## src/rtl/alu_sequencer.sv

```systemverilog
// Multi-cycle FETCH/DECODE/EXEC/MEM/WB control sequencer for the ALU datapath.
// Owns the PC and IR, decodes ALU/memory/register-file controls, resolves branches.
module alu_sequencer #(
   parameter logic [31:0] RESET_PC = 32'h0000_0040
) (
   input  logic        clk,
   input  logic        reset_n,
   output logic        imem_req,
   output logic [31:0] imem_addr,
   input  logic        imem_ack,
   input  logic [31:0] imem_rdata,
   output logic [3:0]  rs1,
   output logic [3:0]  rs2,
   output logic [3:0]  rd,
   output logic [31:0] imm32,
   output logic        aluAltOp,
   output logic [3:0]  func,
   output logic        alu_src_imm,
   input  logic        beqOut,
   input  logic [31:0] alu_result,
   output logic        dmem_req,
   output logic        dmem_we,
   input  logic        dmem_ack,
   output logic        reg_we,
   output logic [1:0]  wb_sel,
   output logic [31:0] pc,
   output logic        halted
);

   localparam logic [3:0] OP_ALUR = 4'b0000;
   localparam logic [3:0] OP_ALUI = 4'b1000;
   localparam logic [3:0] OP_CMPR = 4'b0010;
   localparam logic [3:0] OP_CMPI = 4'b1010;
   localparam logic [3:0] OP_BR   = 4'b0110;
   localparam logic [3:0] OP_LW   = 4'b1001;
   localparam logic [3:0] OP_SW   = 4'b0101;
   localparam logic [3:0] OP_JAL  = 4'b1011;

   localparam logic [1:0] WB_ALU = 2'd0;
   localparam logic [1:0] WB_MEM = 2'd1;
   localparam logic [1:0] WB_PC4 = 2'd2;

   typedef enum logic [2:0] {FETCH, DECODE, EXEC, MEM, WB, HALT} state_t;

   typedef struct packed {
      logic       legal;
      logic       altOp;
      logic       srcImm;
      logic       isBr;
      logic       isLd;
      logic       isSt;
      logic       isJal;
      logic [3:0] func;
   } ctrl_t;

   state_t      state;
   logic [31:0] ir;
   logic [31:0] jalTarget;
   logic [31:0] pcPlus4;
   logic [31:0] brTarget;
   ctrl_t       dec;

   // Datapath controls are pure functions of IR, so they hold from DECODE through WB.
   always_comb begin
      dec      = '0;
      dec.func = ir[27:24];
      case (ir[31:28])
         OP_ALUR: dec.legal = 1'b1;
         OP_ALUI: begin dec.legal = 1'b1; dec.srcImm = 1'b1; end
         OP_CMPR: begin dec.legal = 1'b1; dec.altOp = 1'b1; end
         OP_CMPI: begin dec.legal = 1'b1; dec.altOp = 1'b1; dec.srcImm = 1'b1; end
         OP_BR:   begin dec.legal = 1'b1; dec.altOp = 1'b1; dec.isBr = 1'b1; end
         OP_LW:   begin dec.legal = 1'b1; dec.srcImm = 1'b1; dec.isLd = 1'b1; dec.func = 4'd0; end
         OP_SW:   begin dec.legal = 1'b1; dec.srcImm = 1'b1; dec.isSt = 1'b1; dec.func = 4'd0; end
         OP_JAL:  begin dec.legal = 1'b1; dec.srcImm = 1'b1; dec.isJal = 1'b1; dec.func = 4'd0; end
         default: ;
      endcase
   end

   assign rs1         = ir[19:16];
   assign rs2         = ir[15:12];
   assign rd          = ir[23:20];
   assign imm32       = {{16{ir[15]}}, ir[15:0]};
   assign aluAltOp    = dec.altOp;
   assign func        = dec.func;
   assign alu_src_imm = dec.srcImm;
   assign imem_addr   = pc;
   assign pcPlus4     = pc + 32'd4;
   assign brTarget    = pcPlus4 + {imm32[29:0], 2'b00};

   always_ff @(posedge clk or negedge reset_n) begin
      if (!reset_n) begin
         state     <= FETCH;
         pc        <= RESET_PC;
         ir        <= '0;
         jalTarget <= '0;
         imem_req  <= 1'b0;
         dmem_req  <= 1'b0;
         dmem_we   <= 1'b0;
         reg_we    <= 1'b0;
         wb_sel    <= WB_ALU;
         halted    <= 1'b0;
      end else begin
         case (state)
            FETCH: begin
               // An ack only counts once our request is actually visible on the port.
               if (imem_req && imem_ack) begin
                  ir       <= imem_rdata;
                  imem_req <= 1'b0;
                  state    <= DECODE;
               end else begin
                  imem_req <= 1'b1;
               end
            end
            DECODE: begin
               if (!dec.legal) begin
                  halted <= 1'b1;
                  state  <= HALT;
               end else begin
                  state  <= EXEC;
               end
            end
            EXEC: begin
               if (dec.isBr) begin
                  pc       <= beqOut ? brTarget : pcPlus4;
                  imem_req <= 1'b1;
                  state    <= FETCH;
               end else if (dec.isLd || dec.isSt) begin
                  dmem_req <= 1'b1;
                  dmem_we  <= dec.isSt;
                  state    <= MEM;
               end else begin
                  jalTarget <= alu_result;
                  reg_we    <= 1'b1;
                  wb_sel    <= dec.isJal ? WB_PC4 : WB_ALU;
                  state     <= WB;
               end
            end
            MEM: begin
               if (dmem_ack) begin
                  dmem_req <= 1'b0;
                  dmem_we  <= 1'b0;
                  if (dec.isLd) begin
                     reg_we <= 1'b1;
                     wb_sel <= WB_MEM;
                     state  <= WB;
                  end else begin
                     pc       <= pcPlus4;
                     imem_req <= 1'b1;
                     state    <= FETCH;
                  end
               end
            end
            WB: begin
               reg_we   <= 1'b0;
               pc       <= dec.isJal ? jalTarget : pcPlus4;
               imem_req <= 1'b1;
               state    <= FETCH;
            end
            HALT: begin
               imem_req <= 1'b0;
               dmem_req <= 1'b0;
               dmem_we  <= 1'b0;
               reg_we   <= 1'b0;
               halted   <= 1'b1;
            end
            default: begin
               halted <= 1'b1;
               state  <= HALT;
            end
         endcase
      end
   end

endmodule

```

## config.mk

```make
export PLATFORM = sky130hd
export DESIGN_NAME = alu_sequencer
export DESIGN_NICKNAME = d
export VERILOG_FILES = /design/src/rtl/alu_sequencer.sv
export SDC_FILE = /design/constraint.sdc
export NUM_CORES = 1
export LEC_CHECK = 0
export ABC_AREA = 1
export BUFFER_PORTS_ARGS = -buffer_cell sky130_fd_sc_hd__buf_2
export CORE_MARGIN = 4
export CORE_UTILIZATION = 45
export DETAILED_ROUTE_END_ITERATION = 16
export GPL_TIMING_DRIVEN = 0
export PLACE_DENSITY = 0.65
export RECOVER_POWER = 25
export SETUP_SLACK_MARGIN = 0.5
export SLEW_MARGIN = 0
export SYNTH_ARGS = -nofsm -noshare
export SYNTH_HDL_FRONTEND = slang
export SYNTH_SLANG_ARGS = --single-unit
```

## constraint.sdc

```tcl
create_clock -name clk -period 4.9 [get_ports clk]
set_input_delay 1.225 -clock clk [delete_from_list [all_inputs] [get_ports clk]]
set_output_delay 1.225 -clock clk [all_outputs]
set_load 0.01 [all_outputs]
```

==> run summary, run 1 <==
outcome -> complete, but fails checks
violated checks -> capacitance limit, slew limit
Mapped Area -> 8820 um2
P_leak -> 5.73 nW
Synth top area share -> 29.8%
Die X-Extent -> 148 um
worst-path fanout max -> 7
worst reg2reg setup slack -> 1.29 ns
Synth Flop Type -> dfrtp_1
setup tns final -> 0 ns
Via-to-Cell Ratio -> 5.09
H-Tree Level Count -> 3
number of iterations in the first detailed-routing pass -> 5
area of the die -> 21900 um2
min Tclk post-route -> 3.61 ns
Reg power frac -> 22.9%
post-CTS resize count -> 0
Mapped Cells -> 1283
Num CTS Buffers -> 9
DRT iter0 DRCs -> 688
most frequent cells in the layout -> nand2_1 (354), buf_2 (201), inv_1 (164)
Net Count, Synth -> 1383
final hold viol count -> 0
I/O pin count -> 190
Slew Viols, Final -> 46
GPL Wtd Cong -> 0.947
initial antenna violation count -> 0
drt wl/cell -> 15.8 um
vias in the first global route -> 8449
actual slew at the worst max-slew pin -> 2.73 ns
first-pass GRT wire length -> 43600 um
Max transition margin -> -82.3%
worst hold-check path type -> flip-flop to flip-flop
CP Data Arrival Time -> 3.85 ns
CTS Sinks -> 106
FF-to-FF path depth -> 15
nets@finish -> 1584
largest net degree at the start of global routing -> 62
Residual DRC -> 0
Final Skew -> 0.00959 ns
CP Class -> flip-flop to flip-flop
Synth async-reset ratio -> 100%
CTS tree -> built
M1 GR Usage -> 33.7%
CP Data Required Time -> 5.14 ns
grt total ovfl -> 0
Core Area -> 19000 um2
Synth area leader -> dfrtp_1
CTS Root Cell -> clkbuf_16
# diodes -> 0
final critical-path share of the clock period -> 73.7%
Clock Power Share -> 11.4%
Clock Path Buffers -> 2
register area share after synthesis -> 30.1%
Max-cap violations -> 1
fill count -> 1938
Switching Share -> 52.1%
top cells by area, synth -> dfrtp_1 (30%), nand2_1 (15%), buf_4 (7.0%)
combinational share of power -> 65.7%
initial core utilization -> 46.4%
grt met3 use -> 4.08%
dpl hpwl -> 22400 um
share of layout cells above drive strength 1 -> 26.3%
area taken by multi-input logic gates -> 4760 um2
Routed Wire Length -> 27700 um
Syn. warnings -> 0
GR Util met2 -> 41.4%
RSZ-0062 raised after global routing -> false
area delta synth->final -> 18.1%
Post-synth EDFFs -> 0
CP startpoint kind -> flip-flop
Internal -> 0.00325 W
register area -> 2650 um2
Distinct cells, synth -> 49
Worst-path clk slew -> 0.08 ns
most used routing layer -> met2
pwr dens -> 652 nW/um2
Via Count -> 8909
setup ws final -> 1.29 ns
Setup crit end kind -> flip-flop
Antenna Nets Post-Route -> 0
Avg Cell Area, Syn -> 6.88 um2
WHS Path Cells -> 2
most common cell after layout, fill and taps aside -> nand2_1
chip height -> 148 um
Hold Buf Count CTS -> 0
Yosys reg bits -> 106
VDD IR max -> 0.000293 V
post-layout util -> 54.8%
final setup vio count -> 0
number of port buffers -> 189
fmax -> 277 MHz
Post-CTS Setup Inserts -> 0
Worst-Skew Late Latency -> 0.37 ns
# rows -> 50
GRT Overall Usage -> 25.1%
dpl ws -> 1.42 ns
NetSw -> 0.00354 W
==> cell usage after synthesis, types with 9 or more instances <==
| library cell | instances |
|---|---|
| dfrtp_1 | 105 |
| nand3_1 | 71 |
| buf_2 | 13 |
| a21oi_1 | 97 |
| buf_4 | 82 |
| nand4_1 | 11 |
| nor2_1 | 124 |
| mux2_2 | 24 |
| nand2_1 | 354 |
| o21bai_1 | 9 |
| nor2_2 | 10 |
| ha_1 | 30 |
| nor2_4 | 11 |
| inv_1 | 163 |
| xor2_1 | 22 |
| inv_2 | 11 |
| nand2_2 | 9 |
| o21ai_0 | 50 |
| o21ai_1 | 15 |
==> sequential cells by signal (all words and copies together), names as in the netlist <==
name       count
state          3
reg_we         1
dmem_we        1
halted         1
wb_sel         2
jalTarget     32
imem_req       1
dmem_req       1
ir            32
imem_addr     32
==> area by class of cell <==
cell class,count,area share [%]
Buffer,106,7.21
Clock buffer,9,2.16
Clock inverter,7,0.744
Inverter,175,6.33
Multi-Input combinational cell,896,45.6
Sequential cell,106,25.5
Tap cell,260,3.12
Timing Repair Buffer,190,9.33
==> worst paths after layout <==
path                         startpoint       endpoint
min in group asynchronous       reset_n         ir[14]
hold reg to reg                  halted         halted
setup / recovery           imem_addr[7]  imem_addr[12]
hold / removal                   halted         halted
setup reg to reg           imem_addr[7]  imem_addr[12]
max in group asynchronous       reset_n         halted
==> metrics by stage <==
stage / total power, W / hold slack, ns / instance area, um2 / cells
after global routing: 0.00744 / 0.518 / 10400 / 1749
after CTS: 0.00681 / 0.472 / 10400 / 1749
after detailed placement: 0.00601 / 0.446 / 10100 / 1733
after global placement: 0.00596 / 0.447 / 10100 / 1732
final: 0.00679 / 0.468 / 10400 / 1749
after floorplan: 0.00463 / 0.444 / 8820 / 1283
==> power by group through the flow <==
stage | clock, W | sequential (W) | combinational [W]
after floorplan | 0 | 0.00151 | 0.00313
after global placement | 0 | 0.00156 | 0.00440
after detailed placement | 0 | 0.00157 | 0.00444
after CTS | 0.000793 | 0.00155 | 0.00447
after global routing | 0.000826 | 0.00160 | 0.00501
final | 0.000776 | 0.00156 | 0.00446
==> metal layers <==
layer	share of wire (%)	wire length (um)	vias up
met1	44	12300	4075
met3	6.9	1920	59
met2	46	12700	343
met5	0	0	-
li1	-	-	4432
met4	2.9	794	0
==> kinds of logic after synthesis <==
group           share of synthesized area [%]
compound gates                           13.3
xor+xnor                                 2.67
fa+ha+maj                                4.48
buf+inv                                  16.0
flops                                    30.1
mux                                      3.06
simple gates                             30.4
==> worst max-delay path: stages, from the launching register on <==
cell and delay [ns]:
dfrtp_1 0.54, nand2_2 0.16, nor2_4 0.18, nand4_1 0.11, nor2_2 0.22, nand2_1 0.07
o21ai_0 0.29, inv_1 0.10, ha_1 0.39, nand2_1 0.14, nor2_1 0.34, nand3_1 0.12
nand3_1 0.26, xor2_1 0.14, o21ai_0 0.32, a21oi_1 0.11
(Power assumes the default switching activity.)
==> run 2: changes to the inputs <==
PLACE_DENSITY = 0.68   (was 0.65)
clock period = 3 ns   (was 4.9 ns; I/O delays follow)
==> run summary, run 2 (synthesized netlist as in run 1, its figures left out) <==
outcome -> finished, final reports clean (was complete, but fails checks)
most common cell after layout, fill and taps aside -> nand2_1 (unchanged)
Buf/Inv on CP -> 3 (was 1)
worst reg2reg setup slack -> 0.09 ns (was 1.29 ns)
pwr dens -> 1180 nW/um2 (was 652 nW/um2)
CP Data Arrival Time -> 3.17 ns (was 3.85 ns)
Clock Path Buffers -> 2 (unchanged)
area of the die -> 21900 um2 (unchanged)
fmax -> 343 MHz (was 277 MHz)
Max transition margin -> 8.79% (was -82.3%)
GRT Overall Usage -> 26.2% (was 25.1%)
slowest stage delay, CP -> 0.60 ns (was 0.54 ns)
CP startpoint kind -> flip-flop (unchanged)
cell area after placement -> 10300 um2 (was 10100 um2)
final critical-path share of the clock period -> 97.1% (was 73.7%)
Slew Viols, Final -> 0 (was 46)
P_leak -> 6.24 nW (was 5.73 nW)
I/O pin count -> 190 (unchanged)
initial core utilization -> 46.4% (unchanged)
Antenna Nets Post-Route -> 0 (unchanged)
Placed Cells -> 1733 (unchanged)
actual slew at the worst max-slew pin -> 1.37 ns (was 2.73 ns)
CTS tree -> built (unchanged)
CP top delay family -> simple AND/OR/NAND/NOR gates (unchanged)
Final Cell Area -> 12200 um2 (was 10400 um2)
initial antenna violation count -> 0 (unchanged)
# diodes -> 0 (unchanged)
Setup crit end kind -> flip-flop (unchanged)
grt total ovfl -> 0 (unchanged)
CTS Root Cell -> clkbuf_16 (unchanged)
Core Area -> 19000 um2 (unchanged)
number of iterations in the first detailed-routing pass -> 6 (was 5)
Tot Pwr -> 0.0144 W (was 0.00679 W)
Die X-Extent -> 148 um (unchanged)
CP Data Required Time -> 3.26 ns (was 5.14 ns)
worst-path fanout max -> 4 (was 7)
Max-cap violations -> 0 (was 1)
setup tns final -> 0 ns (unchanged)
CTS Sinks -> 106 (unchanged)
Routed Wire Length -> 30600 um (was 27700 um)
Worst-path clk slew -> 0.09 ns (was 0.08 ns)
nets@finish -> 1650 (was 1584)
min Tclk post-route -> 2.91 ns (was 3.61 ns)
Crit-path slowest cell -> dfstp_2 (was dfrtp_1)
GPL Wtd Cong -> 0.964 (was 0.947)
Non-Filler Instances -> 1815 (was 1749)
chip height -> 148 um (unchanged)
DRT iter0 DRCs -> 864 (was 688)
Num CTS Buffers -> 9 (unchanged)
H-Tree Level Count -> 3 (unchanged)
final hold viol count -> 0 (unchanged)
worst hold-check path type -> flip-flop to flip-flop (unchanged)
Hold Buf Count CTS -> 0 (unchanged)
area delta synth->final -> 38.1% (was 18.1%)
cell mode on critical path -> nand2_1
Worst-Skew Late Latency -> 0.37 ns (about the same)
dpl hpwl -> 22800 um (was 22400 um)
Via Count -> 9483 (was 8909)
Via-to-Cell Ratio -> 5.22 (was 5.09)
RSZ-0062 raised after global routing -> true (was false)
drt wl/cell -> 16.8 um (was 15.8 um)
most frequent cells in the layout -> nand2_1 (289), buf_2 (201), inv_1 (145), buf_4 (145), nor2_1 (97) (was nand2_1 (354), buf_2 (201), inv_1 (164))
number of port buffers -> 189 (unchanged)
vias in the first global route -> 8924 (was 8449)
first-pass GRT wire length -> 45600 um (was 43600 um)
largest net degree at the start of global routing -> 56 (was 62)
VDD IR max -> 0.000525 V (was 0.000293 V)
Final Skew -> 0.0147 ns (was 0.00959 ns)
critical-path cell list -> nand2_4 -> nor2_4 -> nand2_4 -> nor2_4 -> buf_6 -> o21ai_4 -> inv_2 -> ha_4 -> a21oi_4 -> inv_1 -> nor2_4 -> nand3_4 -> nand2_1 -> nand2_1 -> nand2_1 -> nand2_1 -> o21ai_2 -> a21oi_2 (was nand2_2 -> nor2_4 -> nand4_1 -> nor2_2 -> nand2_1 -> o21ai_0 -> inv_1 -> ha_1 -> nand2_1 -> nor2_1 -> nand3_1 -> nand3_1 -> xor2_1 -> o21ai_0 -> a21oi_1)
# rows -> 50 (unchanged)
Residual DRC -> 0 (unchanged)
share of layout cells above drive strength 1 -> 43.9% (was 26.3%)
final setup vio count -> 0 (unchanged)
CP Class -> flip-flop to flip-flop (unchanged)
[run 2: stage by stage]
stage               setup slack (ns)  hold WS, ns  util, %
floorplan                      0.489        0.444        -
global placement              -0.425        0.448     53.9
detailed placement            -0.395        0.451     54.1
CTS                            0.172        0.356     60.1
global route                 -0.0159        0.501     64.1
finish                        0.0860        0.469     64.1
[run 2: path summary, 6_finish.rpt]
path	start	end	cells after the start
worst min register to register	halted	halted	2
worst min-delay path	halted	halted	2
worst max register to register	imem_addr[6]	imem_addr[20]	18
worst max-delay path	imem_addr[6]	imem_addr[20]	18
min in group asynchronous	reset_n	ir[14]	1
max in group asynchronous	reset_n	imem_addr[10]	2
[run 2: worst reg2reg max path: stages, from the launching register on]
cell	delay, ns
dfstp_2	0.60
nand2_4	0.09
nor2_4	0.18
nand2_4	0.10
nor2_4	0.17
buf_6	0.12
o21ai_4	0.08
inv_2	0.08
ha_4	0.22
a21oi_4	0.19
inv_1	0.10
nor2_4	0.14
nand3_4	0.15
nand2_1	0.10
nand2_1	0.08
nand2_1	0.08
nand2_1	0.06
o21ai_2	0.20
a21oi_2	0.07
[run 2: final cells by class]
type / instances / area, um2
fill: 1691 / 6830
buffer: 106 / 752
clock buffer: 10 / 229
timing repair buffer: 256 / 1460
inverter: 175 / 662
multi-input combinational: 896 / 6020
clock inverter: 6 / 57.6
sequential: 106 / 2680
tap: 260 / 325
[run 2: routing by layer]
layer / GRT usage, % / routed length (um)
met1: 33.3 / 12200
met3: 5.15 / 2490
met2: 43.7 / 14600
met5: 0 / 0
met4: 11.0 / 1320
[run 2: power by group]
part	internal, W	total (W)	switching [W]	leakage, nW
Clock	0.000582	0.00120	0.000621	0.133
Sequential	0.00191	0.00253	0.000624	1.23
Combinational	0.00459	0.0107	0.00610	4.88
[run 2: timing repair]
item | in CTS | in global routing
cloned | 0 | 0
endpoints found under the setup margin | 42 | 24
resized for setup | 134 | 138
pin swaps | 49 | 69
setup buffers | 39 | 27
==> run 3: changes to the inputs <==
ABC_AREA = default   (was 1)
CORE_UTILIZATION = 30   (was 45)
GPL_ROUTABILITY_DRIVEN = 0   (was default)
PLACE_DENSITY = 0.49   (was 0.68)
==> run summary, run 3 <==
WL met1 -> 12300 um (was 12200 um)
first-pass GRT wire length -> 42600 um (was 45600 um)
Slew Viols, Final -> 40 (was 0)
H-Tree Level Count -> 3 (unchanged)
Post-Synth XOR/XNOR Area -> 5.51% (was 2.67%)
CTS Root Cell -> clkbuf_16 (unchanged)
Post-Synth Simple-Gate Area -> 15.3% (was 30.4%)
largest net degree at the start of global routing -> 69 (was 56)
Via-to-Cell Ratio -> 5.18 (was 5.22)
Post-Synth Adder-Cell Area -> 5.09% (was 4.48%)
most frequent cell after synthesis -> dfrtp_1 (was nand2_1)
combinational share of power -> 4.6% (was 74.1%)
Setup crit end kind -> flip-flop (unchanged)
RR Endpoint -> imem_addr[31] (was imem_addr[20])
GRT Overall Usage -> 19.0% (was 26.2%)
cell mode on critical path -> o21ai_1 (was nand2_1)
I/O pin count -> 190 (unchanged)
Final Skew -> 0.0130 ns (was 0.0147 ns)
Worst-path clk slew -> 0.09 ns (about the same)
Max transition margin -> -53.9% (was 8.79%)
drt wl/cell -> 18.9 um (was 16.8 um)
CTS tree -> built (unchanged)
area of the die -> 28500 um2 (was 21900 um2)
Internal -> 0.00210 W (was 0.00708 W)
number of iterations in the first detailed-routing pass -> 5 (was 6)
area delta synth->final -> 40.3% (was 38.1%)
Mapped Cells -> 863 (was 1283)
Crit-path slowest cell -> or4_4 (was dfstp_2)
Worst-Skew Late Latency -> 0.37 ns (about the same)
Mapped Area -> 7770 um2 (was 8820 um2)
Synth async-reset ratio -> 100% (unchanged)
hold path endpoint -> imem_addr[1] (was halted)
Synth area leader -> dfrtp_1 (unchanged)
initial antenna violation count -> 5 (was 0)
chip height -> 169 um (was 148 um)
CP Class -> flip-flop to flip-flop (unchanged)
WHS Path Cells -> 2 (unchanged)
min Tclk post-route -> 3.94 ns (was 2.91 ns)
Post-synth EDFFs -> 0 (unchanged)
post-synthesis mux area share -> 10.2% (was 3.06%)
most common cell after layout, fill and taps aside -> buf_2 (was nand2_1)
register area share after synthesis -> 34.2% (was 30.1%)
top cells by area, synth -> dfrtp_1 (34%), mux2_2 (9.4%), buf_4 (7.3%) (was dfrtp_1 (30%), nand2_1 (15%), buf_4 (7.0%))
CP Data Required Time -> 3.24 ns (was 3.26 ns)
Die X-Extent -> 169 um (was 148 um)
VDD IR max -> 0.000237 V (was 0.000525 V)
Antenna Nets Post-Route -> 0 (unchanged)
nets@finish -> 1226 (was 1650)
grt total ovfl -> 0 (unchanged)
Clock Power Share -> 44.4% (was 8.3%)
fill count -> 2557 (was 1691)
Distinct cells, synth -> 68 (was 49)
setup ws final -> -0.939 ns (was 0.0860 ns)
CTS Sinks -> 106 (unchanged)
Synth Flop Type -> dfrtp_1 (unchanged)
Tot Pwr -> 0.00287 W (was 0.0144 W)
share of layout cells above drive strength 1 -> 50.2% (was 43.9%)
actual slew at the worst max-slew pin -> 2.31 ns (was 1.37 ns)
final hold viol count -> 0 (unchanged)
NetSw -> 0.000772 W (was 0.00735 W)
Residual DRC -> 0 (unchanged)
DRT iter0 DRCs -> 408 (was 864)
slowest stage delay, CP -> 0.61 ns (was 0.60 ns)
Avg Cell Area, Syn -> 9.00 um2 (was 6.88 um2)
worst reg2reg setup slack -> -0.94 ns (was 0.09 ns)
WL met3 -> 1970 um (was 2490 um)
CP startpoint kind -> flip-flop (unchanged)
Num CTS Buffers -> 9 (unchanged)
dpl ws -> -1.73 ns (was -0.395 ns)
Max Used Layer -> met5 (was met4)
met2 wire len -> 12900 um (was 14600 um)
Yosys reg bits -> 106 (unchanged)
CP top delay family -> simple AND/OR/NAND/NOR gates (unchanged)
Via Count -> 7572 (was 9483)
Max-cap violations -> 1 (was 0)
Commonest cells post-synth -> dfrtp_1 (105), nand2_1 (77), buf_4 (76) (was nand2_1 (354), inv_1 (163), nor2_1 (124))
Clock Path Buffers -> 2 (unchanged)
worst r2r src -> imem_addr[12] (was imem_addr[6])
fmax -> 254 MHz (was 343 MHz)
Routed Wire Length -> 27700 um (was 30600 um)
Reg power frac -> 51.0% (was 17.5%)
outcome -> complete, but fails checks (was finished, final reports clean)
Switching Share -> 26.9% (was 50.9%)
Hold Crit Start -> jalTarget[1] (was halted)
FF-to-FF path depth -> 14 (was 18)
Core Area -> 25300 um2 (was 19000 um2)
vias in the first global route -> 7426 (was 8924)
final setup vio count -> 20 (was 0)
Buf/Inv on CP -> 1 (was 3)
pwr dens -> 264 nW/um2 (was 1180 nW/um2)
dpl hpwl -> 20100 um (was 22800 um)
worst-path fanout max -> 6 (was 4)
worst hold-check path type -> flip-flop to flip-flop (unchanged)
# rows -> 58 (was 50)
number of port buffers -> 189 (unchanged)
CP Data Arrival Time -> 4.18 ns (was 3.17 ns)
Syn. warnings -> 0 (unchanged)
violated checks -> capacitance limit, slew limit, setup timing
initial core utilization -> 30.7% (was 46.4%)
Net Count, Synth -> 963 (was 1383)
Compound-Gate Fraction of Synth Area -> 19.6% (was 13.3%)
largest family of logic cells by synthesized area -> compound AO/OA/AOI/OAI gates (was simple AND/OR/NAND/NOR gates)
final critical-path share of the clock period -> 131% (was 97.1%)
RSZ-0062 raised after global routing -> true (unchanged)
most frequent cells in the layout -> buf_2 (191), buf_4 (124), dfrtp_1 (92) (was nand2_1 (289), buf_2 (201), inv_1 (145), buf_4 (145), nor2_1 (97))
critical-path cell list -> nand3_2 -> or4_4 -> or3_4 -> xnor2_4 -> ha_4 -> and3_4 -> clkbuf_8 -> a221oi_2 -> o21ai_1 -> a22oi_1 -> o21ai_1 -> nor3_2 -> mux2i_1 -> o221ai_2 (was nand2_4 -> nor2_4 -> nand2_4 -> nor2_4 -> buf_6 -> o21ai_4 -> inv_2 -> ha_4 -> a21oi_4 -> inv_1 -> nor2_4 -> nand3_4 -> nand2_1 -> nand2_1 -> nand2_1 -> nand2_1 -> o21ai_2 -> a21oi_2)
P_leak -> 5.40 nW (was 6.24 nW)
Synth top area share -> 33.8% (was 29.8%)
==> run 3: changes by cell type after synthesis, moves of 15 or more <==
cell,change
mux2_2,+41
xnor2_1,+32
clkbuf_1,+20
a21oi_1,-35
nand2_1,-277
inv_1,-143
nor2_1,-66
nand3_1,-57
and3_1,+15
a21o_1,+15
==> run 3: worst reg2reg max path, stage by stage (launching register included) <==
cell	delay, ns
dfrtp_2	0.46
nand3_2	0.20
or4_4	0.61
or3_4	0.44
xnor2_4	0.20
ha_4	0.24
and3_4	0.17
clkbuf_8	0.14
a221oi_2	0.22
o21ai_1	0.11
a22oi_1	0.18
o21ai_1	0.11
nor3_2	0.34
mux2i_1	0.27
o221ai_2	0.11
==> run 3: how the worst max path moves through the flow <==
stage / start / to / slack [ns] / depth (start not counted)
final: imem_addr[12] / imem_addr[31] / -0.94 / 14
after global routing: imem_addr[6] / imem_addr[31] / -1.07 / 17
after CTS: imem_addr[6] / imem_addr[31] / -0.86 / 15
after detailed placement: imem_addr[2] / imem_addr[31] / -1.73 / 14
after global placement: imem_addr[2] / imem_addr[25] / -1.79 / 14
after floorplan: imem_addr[2] / imem_addr[31] / -0.64 / 15
==> run 3: power groups by stage <==
stage / combinational, W / sequential, W / clock [W]
final: 0.000132 / 0.00147 / 0.00128
after detailed placement: 0.000138 / 0.00149 / 0
after global routing: 0.000150 / 0.00147 / 0.00138
after floorplan: 0.0000400 / 0.00149 / 0
after global placement: 0.000130 / 0.00149 / 0
after CTS: 0.000139 / 0.00146 / 0.00131
==> run 3: cell type report <==
cell class                 count  area, um2  share of cell area (%)
inverter                      20       75.1                   0.689
buffer                       112        761                    6.98
clock inverter                 7       77.6                   0.712
tap                          330        413                    3.79
antenna                        1       2.50                  0.0230
timing repair buffer         252       1470                    13.5
clock buffer                   9        225                    2.07
multi-input combinational    625       5200                    47.7
sequential                   106       2670                    24.5
==> run 3: what timing repair did <==
action                                  in CTS  in global routing
buffers inserted                            42                 20
endpoints found under the setup margin      78                 64
gates cloned                                 0                  0
resized for setup                          148                 70
pin swaps                                   46                 20
hold buffers                                 0                  0
==> run 3: kinds of logic after synthesis <==
| logic type | count (synthesis) |
|---|---|
| xor gates and xnor gates | 48 |
| adders and majority gates | 31 |
| DFF | 106 |
| muxes | 71 |
| AOI/OAI and AO/OA | 234 |
| buffers and inverters | 132 |
| and+or+nand+nor | 241 |
==> run 3: per-layer routing <==
layer	vias up	GRT usage [%]
li1	3596	-
met2	271	30.7
met3	38	4.74
met4	8	4.38
met5	-	0
met1	3659	25.7
==> run 3: metrics by stage <==
step / hold slack, ns / util [%] / cell area (um2) / TNS, ns / cells
2_1_floorplan: 0.433 / - / 7870 / -3.84 / 863
4_1_cts: 0.294 / 41.5 / 10500 / -7.76 / 1441
5_1_grt: 0.520 / 43.0 / 10900 / -22.90 / 1462
3_3_place_gp: 0.451 / 36.4 / 9230 / -47.67 / 1382
6_report: 0.477 / 43.0 / 10900 / -9.20 / 1462
3_5_place_dp: 0.458 / 36.6 / 9260 / -22.69 / 1383
